**config.mk**
```make
export PLATFORM = sky130hd
export DESIGN_NAME = decr
export DESIGN_NICKNAME = d
export VERILOG_FILES = /design/src/rtl/decr_pkg.sv /design/src/rtl/decr_ctrl.sv /design/src/rtl/decr.sv
export SDC_FILE = /design/constraint.sdc
export NUM_CORES = 1
export LEC_CHECK = 0
export CORE_ASPECT_RATIO = 0.5
export CORE_UTILIZATION = 50
export CTS_CLUSTER_SIZE = 14
export DETAILED_ROUTE_END_ITERATION = 16
export GPL_TIMING_DRIVEN = 0
export HOLD_SLACK_MARGIN = 0.06
export PLACE_DENSITY_LB_ADDON = 0.08
export SLEW_MARGIN = 15
export SYNTH_ARGS = -nofsm -noshare
export SYNTH_HDL_FRONTEND = slang
export SYNTH_SLANG_ARGS = --single-unit
```
**constraint.sdc**
```tcl
create_clock -name clk -period 4.7 [get_ports clk]
set_input_delay 0.705 -clock clk [delete_from_list [all_inputs] [get_ports clk]]
set_output_delay 0.705 -clock clk [all_outputs]
set_load 0.005 [all_outputs]
```
**src/rtl/decr_pkg.sv**
```systemverilog
// Shared constants, FSM encoding and word helpers for the decr inverse cipher core.
package decr_pkg;

    localparam int WORD_W  = 9;
    localparam int STATE_W = 36;
    localparam int KEY_W   = 144;

    localparam logic [2:0] ST_IDLE  = 3'd0;
    localparam logic [2:0] ST_KEY   = 3'd1;
    localparam logic [2:0] ST_SUB   = 3'd2;
    localparam logic [2:0] ST_FINAL = 3'd3;
    localparam logic [2:0] ST_DONE  = 3'd4;

    typedef logic [WORD_W-1:0] word_t;

    // W0 is the most significant word of the 36-bit block.
    function automatic word_t get_word(input logic [STATE_W-1:0] blk, input logic [1:0] idx);
        word_t w;
        case (idx)
            2'd0:    w = blk[35:27];
            2'd1:    w = blk[26:18];
            2'd2:    w = blk[17:9];
            2'd3:    w = blk[8:0];
            default: w = 9'd0;
        endcase
        return w;
    endfunction

    function automatic logic [STATE_W-1:0] pack_words(input word_t w0, input word_t w1,
                                                      input word_t w2, input word_t w3);
        return {w0, w1, w2, w3};
    endfunction

endpackage

```
**src/rtl/decr_ctrl.sv**
```systemverilog
// Sequencer for decr: FSM, reverse round counter and the registered handshake outputs.
module decr_ctrl
    import decr_pkg::*;
#(
    parameter int NUM_ROUNDS = 32,
    parameter int RND_W      = 7
) (
    input  logic             clk,
    input  logic             rst_n,
    input  logic             start,
    output logic [2:0]       state,
    output logic [RND_W-1:0] round_no,
    output logic             busy,
    output logic             done
);

    localparam logic [RND_W-1:0] RND_INIT = RND_W'(NUM_ROUNDS);
    localparam logic [RND_W-1:0] RND_ONE  = RND_W'(1);

    logic [2:0]       state_r;
    logic [2:0]       state_nxt_s;
    logic [RND_W-1:0] rnd_r;
    logic [RND_W-1:0] rnd_nxt_s;
    logic [RND_W-1:0] round_no_r;
    logic             busy_r;
    logic             done_r;

    // Next-state and counter logic; the counter stops at 1 so it never wraps.
    always_comb begin
        state_nxt_s = state_r;
        rnd_nxt_s   = rnd_r;
        case (state_r)
            ST_IDLE: begin
                if (start) begin
                    state_nxt_s = ST_KEY;
                    rnd_nxt_s   = RND_INIT;
                end else begin
                    state_nxt_s = ST_IDLE;
                end
            end
            ST_KEY:   state_nxt_s = ST_SUB;
            ST_SUB: begin
                if (rnd_r == RND_ONE) begin
                    state_nxt_s = ST_FINAL;
                end else begin
                    state_nxt_s = ST_KEY;
                    rnd_nxt_s   = rnd_r - RND_ONE;
                end
            end
            ST_FINAL: state_nxt_s = ST_DONE;
            ST_DONE:  state_nxt_s = ST_IDLE;
            default:  state_nxt_s = ST_IDLE;
        endcase
    end

    // State registers; outputs are derived from the next state so they line up with it.
    always_ff @(posedge clk or negedge rst_n) begin
        if (!rst_n) begin
            state_r    <= ST_IDLE;
            rnd_r      <= {RND_W{1'b0}};
            round_no_r <= {RND_W{1'b0}};
            busy_r     <= 1'b0;
            done_r     <= 1'b0;
        end else begin
            state_r    <= state_nxt_s;
            rnd_r      <= rnd_nxt_s;
            round_no_r <= (state_nxt_s == ST_KEY) ? rnd_nxt_s : {RND_W{1'b0}};
            busy_r     <= (state_nxt_s != ST_IDLE);
            done_r     <= (state_nxt_s == ST_DONE);
        end
    end

    assign state    = state_r;
    assign round_no = round_no_r;
    assign busy     = busy_r;
    assign done     = done_r;

endmodule

```
**src/rtl/decr.sv**
```systemverilog
// Iterative inverse cipher core: reverse-keyed rounds through external inverse S-boxes
// and key_gen, followed by a whitening step.
module decr
    import decr_pkg::*;
#(
    parameter int NUM_ROUNDS = 32,
    parameter int RND_W      = 7
) (
    input  logic             clk,
    input  logic             rst_n,
    input  logic             start,
    input  logic [35:0]      ct_in,
    output logic             busy,
    output logic             done,
    output logic [35:0]      pt_out,
    output logic [RND_W-1:0] round_no,
    input  logic [8:0]       key1,
    input  logic [8:0]       key2,
    input  logic [8:0]       key3,
    output logic [8:0]       isbox_ip_1,
    output logic [8:0]       isbox_ip_2,
    output logic [8:0]       isbox_ip_3,
    input  logic [8:0]       isbox_op_1,
    input  logic [8:0]       isbox_op_2,
    input  logic [8:0]       isbox_op_3
);

    logic [2:0]         state_s;
    word_t              w0_r, w1_r, w2_r, w3_r;
    word_t              kx1_s, kx2_s, kx3_s;
    logic [STATE_W-1:0] white_s;
    logic [STATE_W-1:0] pt_out_r;
    word_t              ip1_r, ip2_r, ip3_r;

    decr_ctrl #(
        .NUM_ROUNDS(NUM_ROUNDS),
        .RND_W     (RND_W)
    ) u_ctrl (
        .clk     (clk),
        .rst_n   (rst_n),
        .start   (start),
        .state   (state_s),
        .round_no(round_no),
        .busy    (busy),
        .done    (done)
    );

    // Key mixing for the round and final whitening (W0 and W1 both take key1).
    always_comb begin
        kx1_s   = w1_r ^ key1;
        kx2_s   = w2_r ^ key2;
        kx3_s   = w3_r ^ key3;
        white_s = pack_words(w0_r ^ key1, w1_r ^ key1, w2_r ^ key2, w3_r ^ key3);
    end

    // Working state and result register.
    always_ff @(posedge clk or negedge rst_n) begin
        if (!rst_n) begin
            w0_r     <= 9'd0;
            w1_r     <= 9'd0;
            w2_r     <= 9'd0;
            w3_r     <= 9'd0;
            pt_out_r <= 36'd0;
        end else begin
            case (state_s)
                ST_IDLE: begin
                    if (start) begin
                        w0_r <= get_word(ct_in, 2'd0);
                        w1_r <= get_word(ct_in, 2'd1);
                        w2_r <= get_word(ct_in, 2'd2);
                        w3_r <= get_word(ct_in, 2'd3);
                    end
                end
                ST_KEY: begin
                    w1_r <= kx1_s;
                    w2_r <= kx2_s;
                    w3_r <= kx3_s;
                end
                ST_SUB: begin
                    w0_r <= isbox_op_1;
                    w1_r <= isbox_op_2;
                    w2_r <= isbox_op_3;
                    w3_r <= w0_r ^ isbox_op_1;
                end
                ST_FINAL: pt_out_r <= white_s;
                default:  pt_out_r <= pt_out_r;
            endcase
        end
    end

    // S-box inputs are loaded on the KEY->SUB edge with the freshly keyed words, zero otherwise.
    always_ff @(posedge clk or negedge rst_n) begin
        if (!rst_n) begin
            ip1_r <= 9'd0;
            ip2_r <= 9'd0;
            ip3_r <= 9'd0;
        end else if (state_s == ST_KEY) begin
            ip1_r <= kx1_s;
            ip2_r <= kx2_s;
            ip3_r <= kx3_s;
        end else begin
            ip1_r <= 9'd0;
            ip2_r <= 9'd0;
            ip3_r <= 9'd0;
        end
    end

    assign pt_out     = pt_out_r;
    assign isbox_ip_1 = ip1_r;
    assign isbox_ip_2 = ip2_r;
    assign isbox_ip_3 = ip3_r;

endmodule
```
==> impl_metrics.ini <==
[die]
die_h_um = 74.6
coreArea_um2 = 10200
floorplan.initialDensity = 0.515
placementRows = 26
dieArea_um2 = 11000
die_x_um = 147
pin_count = 165

[synthesis]
ys.flop_type = dfrtp_1
ys_top_cells_by_area = dfrtp_1 (56%), o21ai_0 (6.5%), xnor2_1 (6.3%)
synth-seq-area-share = 0.560
syn-instance-count = 466
avgSynthCellArea_um2 = 11.3
yosys.area.top_type = dfrtp_1
syn_nets = 561
synthArstFlopShare = 1.00
ys_top_cells_by_count = dfrtp_1 (118), o21ai_0 (69), nand2_1 (50)
ys_ff_latch = 118
yosysMostFrequentCell = dfrtp_1
synth_edf_count = 0
netlist_area_um2 = 5280
yosys_warnings = 0
synth.top_cell.area_share = 0.560
ys_types = 40

[global_route]
grt_pass1_vias = 4250
grt_overflow = 0
grt_usage = 0.288
grt_max_degree = 65
grt_pass1_wl_um = 23000
grt_antenna_before_repair = 0

[timing]
tightest_slew_ps = 696
max_slew_margin = 0.536
fin_skew_ps = 6.20
finalHoldViolCount = 0
fin_crit_ps = 2190
fin_crit_sh = 0.466
finalSetupViolCount = 0
drv_slew = 0
setup_tns_ps = 0
rsz0062_at_grt = false
hold_slack_ps = 286
fmax_mhz = 457

[clock_network]
cts.sinks = 118
htree_levels = 4
post_cts_resized = 0
post_cts.repair.setup_buffers = 0
clock_latency_ps = 410
cts_buffers = 17
cts_tree = built
cts-root-buf = clkbuf_16
clockBufferDepth = 2
cts_hold_buf = 0
clk_pin_slew_worst_paths_ps = 60

[detailed_routing]
drt_iter0_drc = 230
drc = 0
antenna_left = 0
wl_um = 14900
wl_per_cell_um = 18.6
via_per_inst = 5.45
vias = 4373
drt_pass1_iterations = 6

[place]
dp_hpwl_um = 10400
gp_congestion = 0.883
io_buffer_count = 164
numPlacedInstances = 771

[critical_path]
critPathCaptureType = register
crit_required_ps = 5020
start_kind = register
worst-path-max-fanout = 10
critPathArrivalTime_ps = 2510
crit_type = reg -> reg

[final_layout]
layoutNonFillerInstCount = 803
final.fill_count = 737
area_growth_pct = 46.5
seqCellArea_um2 = 2950
multi_input_area_um2 = 2130
final_util = 0.755
layout.nets = 745
diodes = 0
drive_above_1_share = 0.131

[power_and_ir_drop]
power_density_nw_per_um2 = 740
p_leak_nw = 3.26
finalPower_mw = 5.72
ir_drop_uv = 389

[worst_hold_path]
hp-class = in -> async

[outcome]
status = completed

[run]
cap_violations = 0
layer usage:
metal  global-route usage  share of wire  up-vias  routed length (um)
met5                    0              0        -                   0
met4                0.108         0.0080        0                 119
met3               0.0739          0.078       12                1170
met2                0.448           0.46      180                6840
met1                0.396           0.45     2179                6790
li1                     -              -     2002                   -
worst max-delay path: stages, from the launching register on:
cell,delay [ps]
dfrtp_1,520
clkinv_1,460
o21ai_4,340
clkbuf_1,410
o21ai_0,190
a2bb2oi_1,180
report_power, final:
part	leakage, nW	switching, mW	total, mW	internal (mW)
combinational	1.48	1.26	2.59	1.33
clock	0.303	0.452	1.34	0.885
sequential	1.48	0.302	1.80	1.49
state kept, by name, summed over array words and instances, names as in the netlist:
signal	flops
u_ctrl.round_no	7
u_ctrl.done	1
u_ctrl.state	3
isbox_ip_3	9
w3_r	9
w1_r	9
isbox_ip_2	9
u_ctrl.rnd_r	7
w2_r	9
w0_r	9
isbox_ip_1	9
pt_out	36
u_ctrl.busy	1
path summary, 6_finish.rpt:
| path | startpoint | endpoint | slack [ps] | depth (start not counted) |
|---|---|---|---|---|
| max in group asynchronous | rst_n | u_ctrl.rnd_r[4]$_DFF_PN0_ | 3710 | 2 |
| setup reg to reg | u_ctrl.state[2]$_DFF_PN0_ | w1_r[6]$_DFFE_PN0P_ | 2510 | 5 |
| hold / removal | rst_n | u_ctrl.done$_DFF_PN0_ | 290 | 1 |
| setup / recovery | u_ctrl.state[2]$_DFF_PN0_ | w1_r[6]$_DFFE_PN0P_ | 2510 | 5 |
| min in group clk | pt_out[11]$_DFFE_PN0P_ | pt_out[11]$_DFFE_PN0P_ | 480 | 2 |
| hold reg to reg | pt_out[11]$_DFFE_PN0P_ | pt_out[11]$_DFFE_PN0P_ | 480 | 2 |
layout make-up:
type,instances,share of cell area
plain buffers,28,0.0223
multi-input cells,313,0.275
flip-flops and latches,118,0.382
inverters,7,0.00340
repair buffers,165,0.216
clock buffers,23,0.0631
well taps,140,0.0227
clock inverters,9,0.0159
cells by family after synthesis:
| group | share of synthesized area |
|---|---|
| and+or+nand+nor | 0.117 |
| adders and majority gates | 0.00474 |
| xor gates and xnor gates | 0.0797 |
| muxes | 0.0171 |
| AOI/OAI and AO/OA | 0.184 |
| DFF | 0.560 |
| buffers and inverters | 0.0377 |
per-stage QoR:
step / setup slack, ps / instance area (um2)
2_1_floorplan: 2920 / 5280
3_3_place_gp: -1700 / 7090
3_5_place_dp: 2140 / 7120
4_1_cts: 2560 / 7730
5_1_grt: 2410 / 7730
6_report: 2510 / 7730
cell usage in the layout (no fill, tap or decap), drive strengths merged, types with 9 or more instances in the layout:
cell type      instances
nand2                 52
a2bb2oi               27
buf                   20
nor2                  35
xor2                  10
dfrtp                118
xnor2                 38
mux2i                  9
a31oi                 18
a21oi                 12
clkbuf                33
clkdlybuf4s50        163
o21ai                 80
Power figures use the tool's default switching activity.
